`config.mk`:
```
export PLATFORM = sky130hd
export DESIGN_NAME = slider_move_ctrl
export DESIGN_NICKNAME = d
export VERILOG_FILES = /design/src/rtl/slider_move_ctrl.sv
export SDC_FILE = /design/constraint.sdc
export NUM_CORES = 1
export LEC_CHECK = 0
export CAP_MARGIN = 20
export CORE_ASPECT_RATIO = 1.4
export CORE_MARGIN = 2
export CORE_UTILIZATION = 40
export CTS_CLUSTER_DIAMETER = 80
export CTS_CLUSTER_SIZE = 10
export DETAILED_ROUTE_END_ITERATION = 6
export SLEW_MARGIN = 30
export SYNTH_ARGS = -nofsm -noshare
export SYNTH_HDL_FRONTEND = slang
export SYNTH_SLANG_ARGS = --single-unit
```
`constraint.sdc`:
```
create_clock -name iVGA_CLK -period 2.95 [get_ports iVGA_CLK]
set_input_delay 0.59 -clock iVGA_CLK [delete_from_list [all_inputs] [get_ports iVGA_CLK]]
set_output_delay 0.59 -clock iVGA_CLK [all_outputs]
set_load 0.02 [all_outputs]
```
`src/rtl/slider_move_ctrl.sv`:
```
// Slider movement arbiter: picks player or autopilot direction requests, emits one
// move strobe set per frame, and runs the special-block slow-move window timer.
module slider_move_ctrl #(
  parameter int SPECIAL_FRAMES = 180,
  parameter int IDLE_TIMEOUT   = 600
) (
  input  logic       iVGA_CLK,
  input  logic       iRST_n,
  input  logic       iFrame_tick,
  input  logic       iKey_go,
  input  logic       iKey_back,
  input  logic       iKey_up,
  input  logic       iKey_down,
  input  logic       iAuto_en,
  input  logic       iAuto_go,
  input  logic       iAuto_back,
  input  logic       iAuto_up,
  input  logic       iAuto_down,
  input  logic       iSpecial_hit,
  output logic       oSlider_go,
  output logic       oSlider_back,
  output logic       oSlider_up,
  output logic       oSlider_down,
  output logic       oSpecial_block,
  output logic       oOwner,
  output logic [1:0] oState
);

  localparam int TIMER_W = ($clog2(SPECIAL_FRAMES + 1) > 8) ? $clog2(SPECIAL_FRAMES + 1) : 8;
  localparam logic [TIMER_W-1:0] SPECIAL_LOAD = TIMER_W'(SPECIAL_FRAMES);
  localparam logic [9:0]         IDLE_LIMIT   = 10'(IDLE_TIMEOUT);

  typedef enum logic [1:0] {
    IDLE   = 2'b00,
    PLAYER = 2'b01,
    AUTO   = 2'b10,
    BAD    = 2'b11
  } state_t;

  state_t             state;
  state_t             stateNext;
  logic [9:0]         idleCnt;
  logic [TIMER_W-1:0] specialTimer;
  logic               playerActive;
  logic               idleDone;
  logic               selGo;
  logic               selBack;
  logic               selUp;
  logic               selDown;
  logic               moveGo;
  logic               moveBack;
  logic               moveUp;
  logic               moveDown;

  assign playerActive = iKey_go | iKey_back | iKey_up | iKey_down;
  assign idleDone     = (idleCnt == IDLE_LIMIT);

  always_ff @(posedge iVGA_CLK) begin
    if (!iRST_n) begin
      state <= IDLE;
    end else begin
      state <= stateNext;
    end
  end

  // Player input overrides everything except recovery from the unused encoding.
  always_comb begin
    stateNext = state;
    if (state == BAD) begin
      stateNext = IDLE;
    end else if (playerActive) begin
      stateNext = PLAYER;
    end else begin
      case (state)
        IDLE:    if (idleDone && iAuto_en) stateNext = AUTO;
        PLAYER:  if (idleDone) stateNext = iAuto_en ? AUTO : IDLE;
        AUTO:    if (!iAuto_en) stateNext = IDLE;
        default: stateNext = IDLE;
      endcase
    end
  end

  // Frames since the last key press, saturating at the handover limit.
  always_ff @(posedge iVGA_CLK) begin
    if (!iRST_n) begin
      idleCnt <= '0;
    end else if (playerActive) begin
      idleCnt <= '0;
    end else if (iFrame_tick && (idleCnt < IDLE_LIMIT)) begin
      idleCnt <= idleCnt + 10'd1;
    end
  end

  always_comb begin
    selGo   = 1'b0;
    selBack = 1'b0;
    selUp   = 1'b0;
    selDown = 1'b0;
    case (state)
      PLAYER: begin
        selGo   = iKey_go;
        selBack = iKey_back;
        selUp   = iKey_up;
        selDown = iKey_down;
      end
      AUTO: begin
        selGo   = iAuto_go;
        selBack = iAuto_back;
        selUp   = iAuto_up;
        selDown = iAuto_down;
      end
      default: begin
        selGo   = 1'b0;
        selBack = 1'b0;
        selUp   = 1'b0;
        selDown = 1'b0;
      end
    endcase
  end

  // Opposing requests on one axis cancel; the two axes never interact.
  assign moveGo   = selGo   & ~selBack;
  assign moveBack = selBack & ~selGo;
  assign moveUp   = selUp   & ~selDown;
  assign moveDown = selDown & ~selUp;

  always_ff @(posedge iVGA_CLK) begin
    if (!iRST_n) begin
      oSlider_go   <= 1'b0;
      oSlider_back <= 1'b0;
      oSlider_up   <= 1'b0;
      oSlider_down <= 1'b0;
    end else if (iFrame_tick) begin
      oSlider_go   <= moveGo;
      oSlider_back <= moveBack;
      oSlider_up   <= moveUp;
      oSlider_down <= moveDown;
    end else begin
      oSlider_go   <= 1'b0;
      oSlider_back <= 1'b0;
      oSlider_up   <= 1'b0;
      oSlider_down <= 1'b0;
    end
  end

  // A hit always reloads the full window, even on a tick or mid-window.
  always_ff @(posedge iVGA_CLK) begin
    if (!iRST_n) begin
      specialTimer   <= '0;
      oSpecial_block <= 1'b0;
    end else begin
      if (iSpecial_hit) begin
        specialTimer <= SPECIAL_LOAD;
      end else if (iFrame_tick && (specialTimer != '0)) begin
        specialTimer <= specialTimer - 1'b1;
      end
      oSpecial_block <= (specialTimer != '0);
    end
  end

  assign oOwner = (state == AUTO);
  assign oState = state;

endmodule

```
==> results.json <==
{
  "antenna_found_initial": 0,
  "synth.cell_area_sq_mm": 0.00133,
  "initial_core_util_pct": 42.2,
  "cts_sinks": 25,
  "setup_slack_ns": 0.704,
  "io-pin-count": 21,
  "min_path_cells": 2,
  "clk_pin_slew_ns": 0.09,
  "drv_slew": 0,
  "hold_buffers": 0,
  "run_status": "finished, final reports clean",
  "fin_nets": 191,
  "wire_per_inst_microns": 13.5,
  "seq_area_frac_synth_pct": 37.6,
  "yosysUniqueCellTypes": 42,
  "seq_power_share_pct": 53.5,
  "overflow": 0,
  "tritoncts": "built",
  "grt_max_degree": 14,
  "clk_latency_ns": 0.27,
  "hold_class": "reg2reg",
  "grt_pass1_vias": 1089,
  "ys.flop_type": "dfxtp_1",
  "synth_top_family_by_area": "simple AND/OR/NAND/NOR gates",
  "swShare_pct": 26.4,
  "fmax_mhz": 445,
  "maxSlewHeadroom_pct": 61.7,
  "initialDrtViolationCount": 18,
  "muxShareOfSynthArea_pct": 0.752,
  "worstSetupStartpoint": "oState[0]",
  "multi_input_area_sq_um": 776,
  "rsz0062_at_grt": "false",
  "postCtsSetupBuffers": 0,
  "p_int_uw": 499,
  "yosys.area_share.simple_pct": 25.7,
  "dieWidth_microns": 52.8,
  "numCtsBuffers": 3,
  "port_buffers": 20,
  "num_vias": 1148,
  "regArea_sq_um": 500,
  "r2r_start": "specialTimer[0]",
  "peakVddDrop_uv": 270,
  "hold_viol": 0,
  "power_density_mw_per_mm2": 421,
  "coreArea_sq_mm": 0.00315,
  "die_area_sq_mm": 0.00381,
  "power_switching_uw": 179,
  "synthAdderAreaFrac_pct": 7.52,
  "setup_viol_count_final": 0,
  "h-tree-depth": 1,
  "cp.arrival_ns": 1.66,
  "grt_pass1_wl_microns": 4720,
  "wirelength_microns": 2810,
  "num_antenna_cells": 0,
  "ant_nets": 0,
  "synth_xor_area_share_pct": 4.61,
  "cp.required_ns": 2.36,
  "period_minus_slack_ns": 2.25,
  "end_kind": "output pin",
  "crit_fanout": 6,
  "worst-setup-path-type": "reg2out",
  "min_from": "idleCnt[4]",
  "globalRouteMet2Util_pct": 29.2,
  "top_usage_layer": "met2",
  "synth_area_per_cell_sq_um": 9.00,
  "layout_common_cells": "dfxtp_1, clkdlybuf4s50_1, nor2_1, inv_1, nand2_1",
  "fin_setup_tns_ns": 0,
  "globalRouteMet3Util_pct": 1.85,
  "drive_above_1_share_pct": 7.10,
  "ctsResizeCount": 0,
  "clock_power_share_pct": 30.7,
  "first_pass_iters": 4,
  "drcViolationCount": 0,
  "maxCapViolCount": 0,
  "drt-vias-per-instance": 5.52,
  "synth_nets": 169,
  "p_leak_uw": 0.000552,
  "area_growth_syn_to_layout_pct": 21.1,
  "rows": 24,
  "synth_compound_area_share_pct": 19.7,
  "tightest_slew_ns": 0.569,
  "dp_slack_ns": 0.567,
  "hpwl_microns": 2160,
  "ys_seq_elements": 25,
  "p_comb_share_pct": 15.8,
  "synth_edf_count": 0,
  "mostFrequentLayoutCell": "dfxtp_1",
  "synthCells": 148,
  "groute.usage.overall_pct": 16.3,
  "r2r_cells": 6,
  "synth-async-reset-ratio_pct": 0,
  "place.gp.congestion": 0.798,
  "nFillCells": 310,
  "fin_worst_skew_ns": 0.00372,
  "clockBufferDepth": 2,
  "worstSetupStartpointType": "register",
  "cts_root_buffer": "clkbuf_8",
  "fin_crit_sh_pct": 76.1,
  "ys_warn_count": 0,
  "grt_util_met1_pct": 18.9,
  "dieHeight_microns": 72.3
}
[final timing paths]
kind                                        end  slack [ns]
worst min-delay path                 idleCnt[4]        0.53
worst min register to register       idleCnt[4]        0.53
worst max register to register  specialTimer[4]        1.25
worst max-delay path                     oOwner        0.70
[cell type report]
class,count,share of cell area (%)
tap,39,3.03
timing repair buffer,20,12.4
clock buffer,4,2.80
sequential,25,31.1
inverter,11,2.56
multi-input combinational,109,48.1
[layer usage]
| metal | vias up | part of all wire, % |
|---|---|---|
| li1 | 581 | - |
| met1 | 540 | 42 |
| met2 | 22 | 54 |
| met3 | 5 | 2.2 |
| met4 | 0 | 1.9 |
| met5 | - | 0 |
[critical path, cell delays in order, from the launching register on]
cell and delay [ns]:
dfxtp_1 0.36, inv_1 0.09, ha_1 0.27, clkdlybuf4s50_1 0.66
[power by group through the flow]
stage	Clock [uW]	Sequential [uW]	Combinational [uW]
floorplan	0	369	68.1
global placement	0	370	105
detailed placement	0	370	107
CTS	218	363	107
global route	229	364	119
finish	208	363	107
[per-stage QoR]
stage          area (sq um)  power (uW)  utilization (%)  std cells  hold slack (ns)
3_3_place_gp           1570         475             49.7        204            0.509
3_5_place_dp           1570         477             49.7        204            0.519
6_report               1610         678             51.1        208            0.531
4_1_cts                1610         688             51.1        208            0.532
2_1_floorplan          1330         437                -        148            0.480
5_1_grt                1610         712             51.1        208            0.560
[state kept, by name, summed over array words and instances (netlist names)]
name / cells
idleCnt: 10
specialTimer: 8
oState: 2
oSlider_back: 1
oSlider_down: 1
oSlider_go: 1
oSlider_up: 1
oSpecial_block: 1
[kinds of logic after synthesis]
group	after synthesis
AO/OA/AOI/OAI	36
flip-flops	25
XOR/XNOR	7
multiplexers	1
adder cells (fa/ha/maj)	8
buffers and inverters	14
AND/OR/NAND/NOR	57
[synthesized netlist by cell type, drive strengths merged, types with 3 or more instances]
library cell	n	area, sq um
nor3	4	20.0
inv	11	41.3
dfxtp	25	500
a21oi	8	40.0
a211oi	3	27.5
a2111oi	3	33.8
or3	6	37.5
nand2	11	41.3
xnor2	5	43.8
nor4b	5	80.1
nor2	16	60.1
nand3	4	20.0
ha	8	100
o31ai	3	22.5
nor4	3	25.0
o21ai	6	30.0
(Power assumes the default switching activity.)
